$ cat src/rtl/riscv_core_pkg.sv
// Shared core package: RV32M multiply op encodings and multiplier defaults.
package riscv_core_pkg;

  // funct3 encodings of the RV32M multiply group
  typedef enum logic [2:0] {
    MUL    = 3'b000,
    MULH   = 3'b001,
    MULHSU = 3'b010,
    MULHU  = 3'b011
  } mult_op_e;

  localparam int DEFAULT_MULT_LATENCY = 2;
  localparam int DEFAULT_MULT_TIMEOUT = 16;

endpackage

$ cat src/rtl/rr_arbiter.sv
// Round-robin arbiter: first asserted request at or above ptr, with wrap.
// Purely combinational so the owner can register the pointer itself.
module rr_arbiter #(
  parameter int NUM_REQ = 2,
  parameter int ID_W    = (NUM_REQ > 1) ? $clog2(NUM_REQ) : 1
) (
  input  logic [NUM_REQ-1:0] req,
  input  logic [ID_W-1:0]    ptr,
  output logic [NUM_REQ-1:0] gnt,
  output logic [ID_W-1:0]    idx,
  output logic               any
);

  // Scan NUM_REQ slots starting at ptr; the first hit wins.
  always_comb begin
    int               j;
    logic [ID_W-1:0]  jj;
    gnt = '0;
    idx = '0;
    any = 1'b0;
    j   = 0;
    jj  = '0;
    for (int i = 0; i < NUM_REQ; i++) begin
      j  = (int'(ptr) + i) % NUM_REQ;
      jj = ID_W'(j);
      if (!any && req[jj]) begin
        any     = 1'b1;
        gnt[jj] = 1'b1;
        idx     = jj;
      end
    end
  end

endmodule

$ cat src/rtl/mult_arbiter.sv
// Shares one pipelined RV32M multiplier between NUM_REQ requesters.
// One op in flight at a time: the multiplier re-latches operands on start.
module mult_arbiter
  import riscv_core_pkg::*;
#(
  parameter int NUM_REQ        = 2,
  parameter int LATENCY        = DEFAULT_MULT_LATENCY,
  parameter int TIMEOUT_CYCLES = DEFAULT_MULT_TIMEOUT,
  parameter int ID_W           = (NUM_REQ > 1) ? $clog2(NUM_REQ) : 1
) (
  input  logic                    clk_i,
  input  logic                    rst_ni,
  input  logic [NUM_REQ-1:0]      req_valid_i,
  output logic [NUM_REQ-1:0]      req_ready_o,
  input  logic [NUM_REQ-1:0][2:0] req_op_i,
  input  logic [NUM_REQ-1:0][31:0] req_a_i,
  input  logic [NUM_REQ-1:0][31:0] req_b_i,
  input  logic [NUM_REQ-1:0]      flush_i,
  output logic [NUM_REQ-1:0]      rsp_valid_o,
  input  logic [NUM_REQ-1:0]      rsp_ready_i,
  output logic [31:0]             rsp_data_o,
  output logic                    rsp_err_o,
  output logic                    mult_start_o,
  output logic [2:0]              mult_op_o,
  output logic [31:0]             mult_a_o,
  output logic [31:0]             mult_b_o,
  input  logic [31:0]             mult_result_i,
  input  logic                    mult_done_i,
  output logic                    busy_o
);

  localparam int CNT_W  = $clog2(TIMEOUT_CYCLES + 1);
  localparam bit CFG_OK = (TIMEOUT_CYCLES > LATENCY);

  typedef enum logic [1:0] {IDLE, BUSY, RESP} state_e;

  state_e             state_q;
  logic [ID_W-1:0]    rr_q, owner_q, grant_idx;
  logic               killed_q, err_q;
  logic [CNT_W-1:0]   cnt_q;
  logic [31:0]        rsp_data_q;
  logic [NUM_REQ-1:0] grant_oh;
  logic               grant_any, fire, owner_flush, timeout, drop;

  rr_arbiter #(.NUM_REQ(NUM_REQ), .ID_W(ID_W)) u_arb (
    .req (req_valid_i),
    .ptr (rr_q),
    .gnt (grant_oh),
    .idx (grant_idx),
    .any (grant_any)
  );

  // Gate with rst_ni so nothing leaks out while reset is held.
  assign fire         = rst_ni && (state_q == IDLE) && grant_any;
  assign req_ready_o  = fire ? grant_oh : '0;
  assign mult_start_o = fire;
  assign mult_op_o    = fire ? req_op_i[grant_idx] : '0;
  assign mult_a_o     = fire ? req_a_i[grant_idx]  : '0;
  assign mult_b_o     = fire ? req_b_i[grant_idx]  : '0;

  assign owner_flush  = flush_i[owner_q];
  assign timeout      = (cnt_q == CNT_W'(TIMEOUT_CYCLES - 1));
  assign drop         = killed_q || owner_flush;

  assign rsp_valid_o  = (state_q == RESP) ? (NUM_REQ'(1) << owner_q) : '0;
  assign rsp_data_o   = (state_q == RESP) ? rsp_data_q : '0;
  assign rsp_err_o    = (state_q == RESP) ? err_q : 1'b0;
  assign busy_o       = (state_q != IDLE);

  // Control FSM: grant, wait for done/timeout (honouring flush), deliver.
  always_ff @(posedge clk_i or negedge rst_ni) begin
    if (!rst_ni) begin
      state_q    <= IDLE;
      rr_q       <= '0;
      owner_q    <= '0;
      killed_q   <= 1'b0;
      cnt_q      <= '0;
      rsp_data_q <= '0;
      err_q      <= 1'b0;
    end else begin
      case (state_q)
        IDLE: if (fire) begin
          owner_q  <= grant_idx;
          rr_q     <= (grant_idx == ID_W'(NUM_REQ - 1)) ? '0 : grant_idx + 1'b1;
          cnt_q    <= '0;
          killed_q <= 1'b0;
          state_q  <= BUSY;
        end
        BUSY: begin
          cnt_q <= cnt_q + 1'b1;
          if (mult_done_i) begin
            // flush in the done cycle wins: result is dropped
            rsp_data_q <= mult_result_i;
            err_q      <= 1'b0;
            state_q    <= drop ? IDLE : RESP;
          end else if (timeout) begin
            rsp_data_q <= '0;
            err_q      <= 1'b1;
            state_q    <= drop ? IDLE : RESP;
          end else if (owner_flush) begin
            // multiplier keeps running; we just discard its answer
            killed_q <= 1'b1;
          end
        end
        RESP: if (rsp_ready_i[owner_q] || owner_flush) state_q <= IDLE;
        default: state_q <= IDLE;
      endcase
    end
  end

  a_cfg_ok:        assert property (@(posedge clk_i) CFG_OK);
  a_ready_onehot:  assert property (@(posedge clk_i) disable iff (!rst_ni) $onehot0(req_ready_o));
  a_rsp_onehot:    assert property (@(posedge clk_i) disable iff (!rst_ni) $onehot0(rsp_valid_o));
  a_start_in_idle: assert property (@(posedge clk_i) disable iff (!rst_ni) mult_start_o |-> state_q == IDLE);
  a_op_legal:      assert property (@(posedge clk_i) disable iff (!rst_ni)
                                    mult_start_o |-> mult_op_o inside {MUL, MULH, MULHSU, MULHU});

endmodule

$ cat config.mk
export PLATFORM = sky130hd
export DESIGN_NAME = mult_arbiter
export DESIGN_NICKNAME = d
export VERILOG_FILES = /design/src/rtl/riscv_core_pkg.sv /design/src/rtl/rr_arbiter.sv /design/src/rtl/mult_arbiter.sv
export SDC_FILE = /design/constraint.sdc
export NUM_CORES = 1
export LEC_CHECK = 0
export BUFFER_PORTS_ARGS = -buffer_cell sky130_fd_sc_hd__buf_2
export CORE_ASPECT_RATIO = 0.7
export CORE_MARGIN = 5
export CORE_UTILIZATION = 36
export CTS_BUF_LIST = sky130_fd_sc_hd__clkbuf_4 sky130_fd_sc_hd__clkbuf_8
export CTS_CLUSTER_SIZE = 12
export DETAILED_ROUTE_END_ITERATION = 6
export GPL_TIMING_DRIVEN = 0
export HOLD_SLACK_MARGIN = 0.08
export PLACE_DENSITY = 0.79
export SYNTH_ARGS = -nofsm -noshare
export SYNTH_HDL_FRONTEND = slang
export SYNTH_SLANG_ARGS = --single-unit
$ cat constraint.sdc
create_clock -name clk_i -period 1.9 [get_ports clk_i]
set_clock_uncertainty 0.1 [all_clocks]
set_input_delay 0.57 -clock clk_i [delete_from_list [all_inputs] [get_ports clk_i]]
set_output_delay 0.57 -clock clk_i [all_outputs]
set_load 0.01 [all_outputs]
==> results of run 1 <==
[synth_stat cells (2+ instances only)]
library cell and number:
sky130_fd_sc_hd__a21oi_1 70, sky130_fd_sc_hd__a22o_1 32, sky130_fd_sc_hd__and2_1 34, sky130_fd_sc_hd__and3_1 2
sky130_fd_sc_hd__buf_1 4, sky130_fd_sc_hd__buf_2 13, sky130_fd_sc_hd__buf_4 2, sky130_fd_sc_hd__buf_6 7
sky130_fd_sc_hd__buf_8 3, sky130_fd_sc_hd__clkbuf_1 16, sky130_fd_sc_hd__clkbuf_2 4, sky130_fd_sc_hd__dfrtp_1 43
sky130_fd_sc_hd__ha_1 2, sky130_fd_sc_hd__inv_1 2, sky130_fd_sc_hd__mux2i_1 2, sky130_fd_sc_hd__nand2_1 9
sky130_fd_sc_hd__nand3b_1 67, sky130_fd_sc_hd__nor2_1 3, sky130_fd_sc_hd__nor2b_1 5, sky130_fd_sc_hd__o21ai_0 47
sky130_fd_sc_hd__o21ai_1 24
[worst register-to-register path, delay by kind of cell, from the launching register on]
family,cells,cell delay (ps)
buffers and inverters,5,610
flip-flops,1,440
AND/OR/NAND/NOR,2,310
AO/OA/AOI/OAI,1,250
[worst min path at each step]
stage | start | to | slack (ps) | cells after the start
3_5_place_dp | rsp_data_q[28]$_DFFE_PN0P_ | rsp_data_q[28]$_DFFE_PN0P_ | 370 | 1
3_3_place_gp | killed_q$_DFFE_PN0P_ | killed_q$_DFFE_PN0P_ | 370 | 1
6_report | rst_ni | rsp_data_q[17]$_DFFE_PN0P_ | 100 | 1
5_1_grt | rst_ni | rsp_data_q[15]$_DFFE_PN0P_ | 100 | 1
4_1_cts | rst_ni | rsp_data_q[6]$_DFFE_PN0P_ | 100 | 1
2_1_floorplan | rst_ni | cnt_q[0]$_DFFE_PN0P_ | 170 | 0
[per-layer routing]
layer  share of wire [%]  vias up  GRT usage [%]
li1                    -     2145              -
met1                  39     2218           32.0
met2                  51      211           46.6
met3                 6.9       41           5.75
met4                 2.7        2           5.78
met5               0.043        -              0
[timing repair]
action                                  CTS  global route
hold endpoints to repair                 21             0
hold buffers                              1             0
buffers inserted                         13             9
pin swaps                                35             4
gates resized for setup                 131            65
endpoints found under the setup margin  139           129
cloned                                   14             1
[logic make-up (layout without fill, tap and decap cells)]
group / count (synthesis) / in the layout / share of synthesized area (%)
AND/OR/NAND/NOR: 130 / 130 / 26.5
AO/OA/AOI/OAI: 181 / 183 / 31.1
buffers and inverters: 52 / 373 / 9.20
multiplexers: 2 / 2 / 0.594
flip-flops: 43 / 43 / 31.9
adder cells (fa/ha/maj): 2 / 2 / 0.742
other: 0 / 1 / 0
[where the power goes]
part | switching [mW] | internal (mW) | total (mW)
Sequential | 0.296 | 1.31 | 1.61
Combinational | 1.51 | 1.70 | 3.21
Clock | 0.329 | 0.272 | 0.601
Total | 2.14 | 3.28 | 5.42
[final cells by class]
type	count	area share [%]
Sequential cell	43	17.1
Multi-Input combinational cell	317	38.4
Inverter	3	0.257
Timing Repair Buffer	314	32.5
Clock buffer	6	1.21
Tap cell	124	2.45
Clock inverter	2	0.198
Buffer	48	7.84
Antenna cell	1	0.0396
[sequential cells by signal (all words and copies together), names as in the netlist]
register,cells
err_q,1
killed_q,1
rsp_data_q,32
rr_q,1
state_q,2
owner_q,1
cnt_q,5
[layout by cell type (no fill, tap or decap), types with 2 or more instances in the layout]
cell / Yosys / layout
sky130_fd_sc_hd__buf_6: 7 / 59
sky130_fd_sc_hd__clkbuf_16: 0 / 2
sky130_fd_sc_hd__and2_1: 34 / 6
sky130_fd_sc_hd__buf_1: 4 / 4
sky130_fd_sc_hd__a21oi_2: 0 / 63
sky130_fd_sc_hd__a21oi_4: 0 / 5
sky130_fd_sc_hd__o21ai_0: 47 / 41
sky130_fd_sc_hd__nand2_1: 9 / 8
sky130_fd_sc_hd__a21oi_1: 70 / 2
sky130_fd_sc_hd__nor3b_4: 1 / 2
sky130_fd_sc_hd__a22o_1: 32 / 32
sky130_fd_sc_hd__nor2_1: 3 / 3
sky130_fd_sc_hd__dfrtp_2: 0 / 2
sky130_fd_sc_hd__buf_2: 13 / 244
sky130_fd_sc_hd__nor2b_1: 5 / 3
sky130_fd_sc_hd__ha_1: 2 / 2
sky130_fd_sc_hd__and3_1: 2 / 2
sky130_fd_sc_hd__clkbuf_2: 4 / 6
sky130_fd_sc_hd__nor2b_4: 1 / 3
sky130_fd_sc_hd__buf_4: 2 / 19
sky130_fd_sc_hd__dfrtp_1: 43 / 41
sky130_fd_sc_hd__nand3b_1: 67 / 67
sky130_fd_sc_hd__clkbuf_8: 0 / 7
sky130_fd_sc_hd__mux2i_1: 2 / 2
sky130_fd_sc_hd__clkbuf_4: 0 / 3
sky130_fd_sc_hd__o21ai_4: 0 / 4
sky130_fd_sc_hd__o21ai_1: 24 / 29
sky130_fd_sc_hd__and2_4: 1 / 29
sky130_fd_sc_hd__buf_8: 3 / 18
sky130_fd_sc_hd__buf_12: 0 / 2
==> run summary, run 1 <==
The number of optimization iterations in the first detailed-route pass is 5. The hold slack is 98.9 ps. The depth of the worst register-to-register path is 8. The transition time at the pin with the least slew margin is 985 ps. The post-detailed-route wirelength per cell is 19.0 um. In the routed layout, each cell is associated on average with a via count of 5.38. In this run the deepest clock path goes through 2 buffers.

The number of global-route vias before repair is 4601. The biggest cell delay along the critical path came out at 220 ps. The worst-skew pair later-pin latency is 300 ps. The die covers 0.0114 mm2. The core utilization of the finished layout is 69.4%.

The minimum period implied by the final worst setup slack is 2400 ps. The top cell type's share of synthesized area came out at 31.9%. The count of buffers inserted at the top-level ports is 279.

The I/O pin total is 281. The worst setup path is of the primary input to output port kind. The sort of element at the end of the critical path is an output port. For this run, the number of Yosys warnings is 0. The sequential fraction of the synthesis area came out at 31.9%. The wire length of the first global-routing pass is 24.3 mm. The slowest library cell on the worst path is sky130_fd_sc_hd__nand3b_1. The global placement routability congestion is 0.894. Overall power consumption after layout is estimated at 5.42 mW. The die span in x came out at 126 um. Traced cell by cell, the critical path runs through buf_8 -> nor2b_4 -> buf_6 -> buf_12 -> buf_6 -> nand3b_1 -> a21oi_4 -> buf_6.

The share of synthesized flip-flops with an asynchronous set or reset came out at 100%. The final number of hold-violating endpoints is 0. In the final design database the tool counted 909 nets. The library cell occupying the most area in the post-synthesis netlist is sky130_fd_sc_hd__dfrtp_1. The clock drives 43 sinks. The number of standard cells in the layout, taps in and fillers out came out at 858.

The largest fanout on the critical path came out at 10. Among all flip-flop cells after synthesis, the most frequent one is sky130_fd_sc_hd__dfrtp_1. The number of levels in the clock H-tree is 2. The number of synthesized flops with an enable pin is 0.

Setup repair after global routing could not meet its margin everywhere. Entering global routing, the biggest net connects 23 pins. In the final layout, flip-flops and latches occupy 0.00108 mm2. The synthesis-to-layout area growth came out at 87.4%. The maximum clock frequency came out at 416 MHz. The sum of buffers and inverters on the critical path is 5. The detailed placement HPWL is 11.7 mm. The iteration-0 DRC count of the detailed router is 249.

The final total negative setup slack came out at -43020 ps. The endpoint of the most critical setup path is mult_a_o[24]. The floorplan core area came out at 0.00911 mm2. Counting flops and latches in the post-synthesis netlist gives 43. The floorplan die height came out at 91.0 um. The checks that failed: negative setup slack. The total power divided by cell area came out at 858 mW/mm2. In the post-synthesis netlist, the biggest area contributors are sky130_fd_sc_hd__dfrtp_1, sky130_fd_sc_hd__nand3b_1, sky130_fd_sc_hd__a21oi_1.

Setup violations remaining at the end of the flow were counted as 106. The clock slew seen by the registers of the worst setup and hold paths came out at 90 ps. In this run the worst setup path begins at req_valid_i[0]. The number of pins exceeding their max-slew limit in the final report is 0. The min-delay analysis places its worst path in the category primary input to asynchronous set/reset pin.

Synthesis produced 410 cells. After detailed routing, the number of remaining DRC violations is 0. The wire length after detailed routing is 16.3 mm.

The cell area after placement is 0.00520 mm2. Once the floorplan was initialized, standard cells occupied 37.0% of the core. For the worst setup path, the data arrival time is 1730 ps.

When the netlist entered floorplanning its net count stood at 587. Cells with a size suffix above 1 make up 64.9% of the layout. The logic depth of the worst path, buffers included is 8.

The worst path uses 127% of the clock period. STA classifies the critical path startpoint as a primary input. The final setup slack of the worst path came out at -505 ps. The area of the mapped netlist is 0.00337 mm2. IR analysis of the VDD net gives a maximum drop of 0.406 mV. The static leakage power came out at 3.10 nW. On the critical path the largest part of the delay comes from buffers and inverters. In this run the remaining antenna-violating nets after routing total 0. The leftover overflow at the end of global routing is 0. The cell that appears most often on the critical path is sky130_fd_sc_hd__buf_6. The placement row count is 29. The startpoint identified for the worst register-to-register timing path is state_q[0]$_DFFE_PN0P_.

The filler cell count in the final layout came out at 730. Counting the buffers created by CTS gives 5. The cell at the root of the clock tree is sky130_fd_sc_hd__clkbuf_8. The initial antenna violation count is 2.

The multi-input logic area came out at 0.00243 mm2. The flow ran to the end, but the final reports show violations. TritonCTS built the clock tree.

The overall fraction of global-route tracks in use came out at 26.0%. The setup slack at placement is -1380 ps. The count of different cell masters after synthesis came out at 40.

The average footprint of a synthesized cell came out at 8.22 um2. The required time of the worst setup path came out at 1230 ps. The worst register-to-register path ends at rsp_data_q[5]$_DFFE_PN0P_.

Measured against its own limit, the worst slew margin works out to 34.3%. The final instance area came out at 0.00632 mm2. The setup check on the worst reg-to-reg path leaves a slack of 80 ps. The via count is 4617. The total instance count after detailed placement is 813. The total of max-cap violations is 0.
(Power assumes the default switching activity.)
==> run 2: changes to the inputs <==
--- a/config.mk
+++ b/config.mk
@@ -15,6 +15,7 @@
 export GPL_TIMING_DRIVEN = 0
 export HOLD_SLACK_MARGIN = 0.08
 export PLACE_DENSITY = 0.79
+export SETUP_SLACK_MARGIN = 0.4
 export SYNTH_ARGS = -nofsm -noshare
 export SYNTH_HDL_FRONTEND = slang
 export SYNTH_SLANG_ARGS = --single-unit
==> run 2 against run 1 <==
The flow still finishes with violations (negative setup slack). Via count rose by 6.5%. Combinational power rose by 20%. Largest cell class unchanged. Highest routed layer is now met4. Final cell count rose by 2.7%.
==> run summary, run 2 (synthesis results as in run 1) <==
The flow ran to the end, but the final reports show violations. The checks that failed: negative setup slack. On the critical path the largest part of the delay comes from buffers and inverters. The buffer depth of the longest clock path is 2 (unchanged).

The maximum clock frequency is 417 MHz (+0.21%). The fraction of power consumed by sequential logic is 26.7% (-2.9 points). The worst register-to-register path begins at state_q[0]$_DFFE_PN0P_. The post-detailed-route wirelength per cell is 21.3 um (+12%).

The I/O pin total is 281 (unchanged). The required time of the worst setup path is 1230 ps (about the same). The relative slew slack is 64.7% (+30 points). The clock net sink count is 43 (unchanged). The detailed placement HPWL is 12.2 mm (+4.4%). The antenna violation net count after detailed routing came out at 0 (unchanged).

The final clock period utilization by the worst path came out at 126% (-0.27 points). The wire length of the first global-routing pass is 27.1 mm (+11%). The final number of hold-violating endpoints came out at 0 (unchanged). The critical path in this run is classified as flip-flop to output port.

TritonCTS built the clock tree. The number of flip-flops in the largest register is 32 (unchanged). The net total in the final layout came out at 932 (+2.5%).

The number of pins exceeding their max-slew limit in the final report came out at 0 (unchanged). The minimum period implied by the final worst setup slack is 2400 ps (-5.04 ps). The iteration-0 DRC count of the detailed router is 392 (+57%). The via count came out at 4916 (+6.5%).

The number of buffers inserted during clock tree synthesis is 5 (unchanged). The vias per cell was 5.58 (+3.7%). The number of optimization iterations in the first detailed-route pass is 5 (unchanged).

The count of buffers inserted at the top-level ports came to 279 (unchanged). Traced cell by cell, the critical path runs through nor3b_4 -> buf_4 -> buf_6 -> o21ai_4 -> buf_8 -> a21oi_4 -> buf_6. The total of max-cap violations came to 0 (unchanged). The power spent charging and discharging nets is 2.39 mW (+12%).

Setup repair after global routing could not meet its margin everywhere. The total instance count after detailed placement is 813 (unchanged). The share of cells above drive strength 1 came out at 68.9% (+3.9 points). The pin count of the biggest net entering global routing is 23 (unchanged). The static leakage power was 3.30 nW (+6.6%).

The part of the total power dissipated in the clock network is 9.8% (-1.3 points). The transition time at the pin with the least slew margin came out at 527 ps (-458 ps). The number of global-route vias before repair came to 5029 (+9.3%). The worst-skew pair later-pin latency is 290 ps (about the same). The floorplan core area is 0.00911 mm2 (unchanged). The number of levels in the clock H-tree was 2 (unchanged).

The library cell used most frequently in the layout, excluding fill and tap cells, is sky130_fd_sc_hd__buf_2. STA classifies the critical path endpoint as an output port. The clock slew seen by the registers of the worst setup and hold paths came out at 80 ps (about the same).

The overall fraction of global-route tracks in use came out at 29.2% (+3.2 points). The die span in x is 126 um (unchanged). The synthesis-to-layout area growth came out at 102%. The cell at the root of the clock tree is sky130_fd_sc_hd__clkbuf_8.

The type of element launching the critical path is a flip-flop. The initial antenna violation count is 2 (unchanged). The final setup slack of the worst path is -500 ps (+5.04 ps). The wire length after detailed routing was 18.7 mm (+15%). The class of the tightest hold or removal check is primary input to asynchronous set/reset pin. The largest fanout on the critical path came to 5 (-5).

The top cell types in the final layout, fill and taps aside, are sky130_fd_sc_hd__buf_2, sky130_fd_sc_hd__buf_6, sky130_fd_sc_hd__nand3b_1. The floorplan die height came out at 91.0 um (unchanged). The data arrival time of the critical path is 1730 ps (about the same). The placement row count is 29 (unchanged). The overall die area is 0.0114 mm2 (unchanged). The global placement routability congestion came out at 0.940 (+5.2%). On the critical path, the stage with the largest delay is an instance of sky130_fd_sc_hd__dfrtp_2. Counting flops per register, the top entry is rsp_data_q. The switching share of power came out at 39.5% (+0.073 points). The sum of buffers and inverters on the critical path is 4 (-1). The endpoint of the worst-slack reg-to-reg timing path is rsp_data_q[7]$_DFFE_PN0P_. The initial core utilization came out at 37.0% (unchanged). The highest ir drop seen on vdd is 0.375 mV (-7.6%).

The worst-case register-to-register setup slack is -160 ps (-240 ps). The final total negative setup slack came to -52390 ps (-9360 ps). The depth of the worst register-to-register path is 10 (+2). The number of standard cells in the layout, taps in and fillers out is 881 (+2.7%). The total power divided by cell area came out at 891 mW/mm2 (+3.8%). The leftover overflow at the end of global routing was 0 (unchanged). The biggest cell delay along the critical path came out at 440 ps (+220 ps). The setup-violating endpoint count in the final report is 138 (+30%). The internal power component is 3.67 mW (+12%).

The DRC violation count after routing came out at 0 (unchanged). The combinational share of power is 63.5% (+4.2 points). The largest registers in the layout are rsp_data_q (32), cnt_q (5), state_q (2). The most numerous cell type found on the critical path is sky130_fd_sc_hd__buf_6.
-- run 2: cell types whose count changed in the layout (fill, tap and decap cells not counted), sizes merged --
cell          before  now
diode              1    2
bufbuf             1    2
clkbuf            19   26
dlygate4sd3        0    1
clkinvlp           1    0
dlymetal6s4s       1    0
buf              347  362
-- run 2: cell type report --
class	instances	area, um2
diodes	2	5.00
plain buffers	49	548
clock buffers	6	82.6
clock inverters	1	5.00
fillers	658	2300
inverters	3	18.8
multi-input cells	317	2510
flip-flops and latches	43	1080
well taps	124	155
repair buffers	336	2400
-- run 2: through the flow --
stage | setup WS, ps | cell area, um2 | util (%) | hold slack [ps] | total power [mW]
2_1_floorplan | -188 | 3830 | - | 174 | 3.26
3_3_place_gp | -1370 | 5390 | 59.1 | 367 | 4.02
3_5_place_dp | -1350 | 5390 | 59.1 | 383 | 4.12
4_1_cts | -491 | 6490 | 71.3 | 96.7 | 5.53
5_1_grt | -541 | 6810 | 74.7 | 84.6 | 6.33
6_report | -500 | 6810 | 74.7 | 93.9 | 6.06
-- run 2: power by group through the flow --
stage,Sequential (mW),Combinational (mW),Clock (mW)
4_1_cts,1.57,3.38,0.585
3_3_place_gp,1.57,2.45,0
6_report,1.62,3.85,0.596
3_5_place_dp,1.60,2.52,0
5_1_grt,1.65,4.04,0.638
2_1_floorplan,1.52,1.74,0
-- run 2: what timing repair did --
item	4_1_cts	5_1_grt
resized for setup	154	43
hold buffers	1	0
endpoints found under the hold margin	10	0
gates cloned	14	6
setup buffers	29	9
endpoints found under the setup margin	147	148
pin swaps	22	19
-- run 2: worst max-delay path by stage --
stage,cells past startpoint,to,slack [ps],from
after floorplan,6,mult_b_o[26],-190,req_valid_i[0]
after global placement,6,mult_a_o[14],-1370,rst_ni
after detailed placement,6,mult_a_o[14],-1350,rst_ni
after CTS,9,mult_op_o[2],-490,req_valid_i[0]
after global routing,7,rsp_data_o[16],-540,state_q[0]$_DFFE_PN0P_
final,7,mult_b_o[9],-500,state_q[0]$_DFFE_PN0P_
-- run 2: metal layers --
layer	vias to the layer above	GRT usage (%)	routed length [um]
met4	0	10.9	711
li1	2188	-	-
met1	2354	35.3	7150
met5	-	0	0
met3	65	6.39	1500
met2	309	51.1	9380
==> run 3: changes to the inputs <==
--- a/config.mk
+++ b/config.mk
@@ -14,7 +14,7 @@
 export DETAILED_ROUTE_END_ITERATION = 6
 export GPL_TIMING_DRIVEN = 0
 export HOLD_SLACK_MARGIN = 0.08
-export PLACE_DENSITY = 0.79
+export PLACE_DENSITY = 0.78
 export SETUP_SLACK_MARGIN = 0.4
 export SYNTH_ARGS = -nofsm -noshare
 export SYNTH_HDL_FRONTEND = slang
==> run 3 against run 2 <==
The flow still finishes with violations (negative setup slack). Wire length is 0.96% lower. Register-to-register slack better by 330 ps. Clock power hardly changed. Final cell count is 0.23% lower. Critical path depth is 1 lower. First-iteration DRC count is 7.1% lower. Die area stayed put.
==> run summary, run 3 (synthesis results as in run 1) <==
In this run the worst hold path is classified as primary input to asynchronous set/reset pin. The fraction of power consumed by sequential logic came to 27.5% (+0.8 points). The post-route total power came out at 5.93 mW (-2.1%).

The buffer depth of the longest clock path came to 2 (unchanged). The required time of the worst setup path is 1230 ps (about the same). The initial core utilization is 37.0% (unchanged).

The floorplan core area is 0.00911 mm2 (unchanged). TritonCTS built the clock tree. The run finished, with violations left. The largest fanout on the critical path is 5 (unchanged). The largest registers in the layout are rsp_data_q (32), cnt_q (5), state_q (2). The overall fraction of global-route tracks in use is 26.5% (-2.7 points). The die span in x is 126 um (unchanged). The pin count of the biggest net entering global routing came out at 23 (unchanged). The switching share of power is 39.6% (+0.11 points). The overall die area is 0.0114 mm2 (unchanged).

The post-detailed-route wirelength per cell is 21.1 um (-0.74%). The maximum clock frequency is 410 MHz (-1.5%). The wire length of the first global-routing pass came out at 24.8 mm (-8.3%). The hold slack is 88.0 ps (-5.90 ps). The via count is 4814 (-2.1%). The library cell used most frequently in the layout, excluding fill and tap cells, is sky130_fd_sc_hd__buf_2. The total power divided by cell area is 871 mW/mm2 (-2.2%).

The wire length after detailed routing was 18.6 mm (-0.96%). The count of buffers inserted at the top-level ports is 279 (unchanged). The data arrival time of the critical path is 1770 ps (+40 ps).

The synthesis-to-layout area growth is 102% (about the same). The worst-skew pair later-pin latency is 300 ps (about the same). The checks that failed: negative setup slack. The global placement routability congestion came out at 0.955 (+1.6%).

The placement row count came out at 29 (unchanged). The biggest cell delay along the critical path came out at 430 ps (about the same). Setup repair after global routing could not meet its margin everywhere.

The final clock period utilization by the worst path came out at 128% (+1.9 points). The part of the total power dissipated in the clock network came out at 10.0% (+0.2 points). The initial antenna violation count came out at 3 (+1). The setup slack at placement is -1390 ps (-37.0 ps). The setup-violating endpoint count in the final report came out at 106 (-23%).

On the critical path, the stage with the largest delay is an instance of sky130_fd_sc_hd__dfrtp_2. The iteration-0 DRC count of the detailed router came out at 364 (-7.1%). The detailed placement HPWL was 12.1 mm (-0.81%).

The transition time at the pin with the least slew margin is 564 ps (+36.4 ps). The combinational share of power was 62.6% (-0.9 points). The leftover overflow at the end of global routing is 0 (unchanged). In this run the clock root is driven by a sky130_fd_sc_hd__clkbuf_8. The number of pins exceeding their max-slew limit in the final report came out at 0 (unchanged). The clock slew seen by the registers of the worst setup and hold paths is 80 ps (about the same). The total instance count after detailed placement came to 813 (unchanged).

The relative slew slack is 62.3% (-2.4 points). The sum of buffers and inverters on the critical path came out at 3 (-1). The number of flip-flops in the largest register is 32 (unchanged). The highest ir drop seen on vdd is 0.443 mV (+18%).

The antenna violation net count after detailed routing came out at 0 (unchanged). The I/O pin total is 281 (unchanged). The worst setup path is captured at an output port. The final setup slack of the worst path is -536 ps (-36.4 ps). The number of standard cells in the layout, taps in and fillers out came out at 879 (-0.23%).

The number of levels in the clock H-tree was 2 (unchanged). The DRC violation count after routing came to 0 (unchanged). The net total in the final layout came out at 928 (-0.43%).

The type of the setup path with the least slack is flip-flop to output port. The floorplan die height came out at 91.0 um (unchanged). The number of buffers inserted during clock tree synthesis came out at 5 (unchanged).

The register with the most flip-flops is rsp_data_q. The type of element launching the critical path is a flip-flop. The final number of hold-violating endpoints came out at 0 (unchanged). Walking the worst path, the cells encountered are nor3b_4 -> buf_6 -> o21ai_4 -> clkbuf_8 -> a21oi_2 -> buf_2. The total of max-cap violations came out at 0 (unchanged). The internal power component is 3.58 mW (-2.3%).

The number of optimization iterations in the first detailed-route pass was 5 (unchanged). The kind of cell adding the most delay to the critical path is buffers and inverters. In the layout the commonest cells are sky130_fd_sc_hd__buf_2, sky130_fd_sc_hd__buf_6, sky130_fd_sc_hd__nand3b_1. The power spent charging and discharging nets is 2.35 mW (-1.9%). The minimum period implied by the final worst setup slack is 2440 ps (+36.4 ps). The vias per cell was 5.48 (-1.9%).

The final total negative setup slack came out at -48320 ps (+4070 ps). The number of global-route vias before repair was 4729 (-6.0%). The static leakage power came to 3.28 nW (-0.69%). The share of cells above drive strength 1 came out at 67.8% (-1.1 points). The clock net sink count was 43 (unchanged).
-- run 3: cell types whose count changed in the layout (fill, tap and decap cells not counted), moves of 4 or more --
cell,change
sky130_fd_sc_hd__a21oi_4,+4
sky130_fd_sc_hd__buf_4,-7
sky130_fd_sc_hd__clkbuf_16,+4
sky130_fd_sc_hd__clkbuf_8,-4
sky130_fd_sc_hd__o21ai_0,+12
sky130_fd_sc_hd__o21ai_1,-9
-- run 3: layout make-up --
type                    count  area, um2
inverters                   3       16.3
multi-input cells         317       2520
fillers                   627       2300
clock buffers               6       76.3
flip-flops and latches     43       1080
diodes                      3       7.51
plain buffers              49        561
repair buffers            332       2380
clock inverters             2       12.5
well taps                 124        155
-- run 3: through the flow --
step                utilization [%]  instance area [um2]
global placement               59.1                 5390
finish                         74.7                 6810
global route                   74.7                 6810
detailed placement             59.1                 5390
CTS                            66.3                 6040
floorplan                         -                 3830
-- run 3: what timing repair did --
| item | 4_1_cts | 5_1_grt |
|---|---|---|
| endpoints found under the hold margin | 10 | 0 |
| cloned | 13 | 11 |
| pin swaps | 13 | 33 |
| resized for setup | 74 | 122 |
| hold buffers | 1 | 0 |
| buffers inserted | 19 | 11 |
| endpoints found under the setup margin | 147 | 148 |
-- run 3: power by group through the flow --
stage               Combinational (mW)  Clock [mW]  Sequential [mW]
floorplan                         1.74           0             1.52
global placement                  2.44           0             1.57
detailed placement                2.51           0             1.60
CTS                               3.01       0.594             1.58
global route                      3.91       0.642             1.66
finish                            3.71       0.593             1.63
-- run 3: final timing paths --
kind,start,end,depth (start not counted),slack [ps]
max,state_q[0]$_DFFE_PN0P_,mult_a_o[29],6,-540
min,rst_ni,rsp_data_q[22]$_DFFE_PN0P_,1,90
max reg2reg,cnt_q[1]$_DFFE_PN0P_,rsp_data_q[11]$_DFFE_PN0P_,7,170
min reg2reg,killed_q$_DFFE_PN0P_,killed_q$_DFFE_PN0P_,1,410
max in group asynchronous,rst_ni,state_q[0]$_DFFE_PN0P_,2,600
min in group clk_i,mult_result_i[14],rsp_data_q[14]$_DFFE_PN0P_,2,390
-- run 3: routing by layer --
layer  track usage, %  up-vias  share of wire [%]  wire length, um
met5                0        -                  0                0
met4             7.94        0                2.7              497
met3             6.16       40                7.3             1350
met2             46.9      235                 51             9420
met1             32.3     2356                 39             7300
li1                 -     2183                  -                -
-- run 3: worst reg2reg max path: cells and delay by family (launching register included) --
family | cells | cell delay, ps
compound gates | 2 | 330
buf+inv | 2 | 300
flops | 1 | 400
simple gates | 1 | 150
fa+ha+maj | 2 | 380
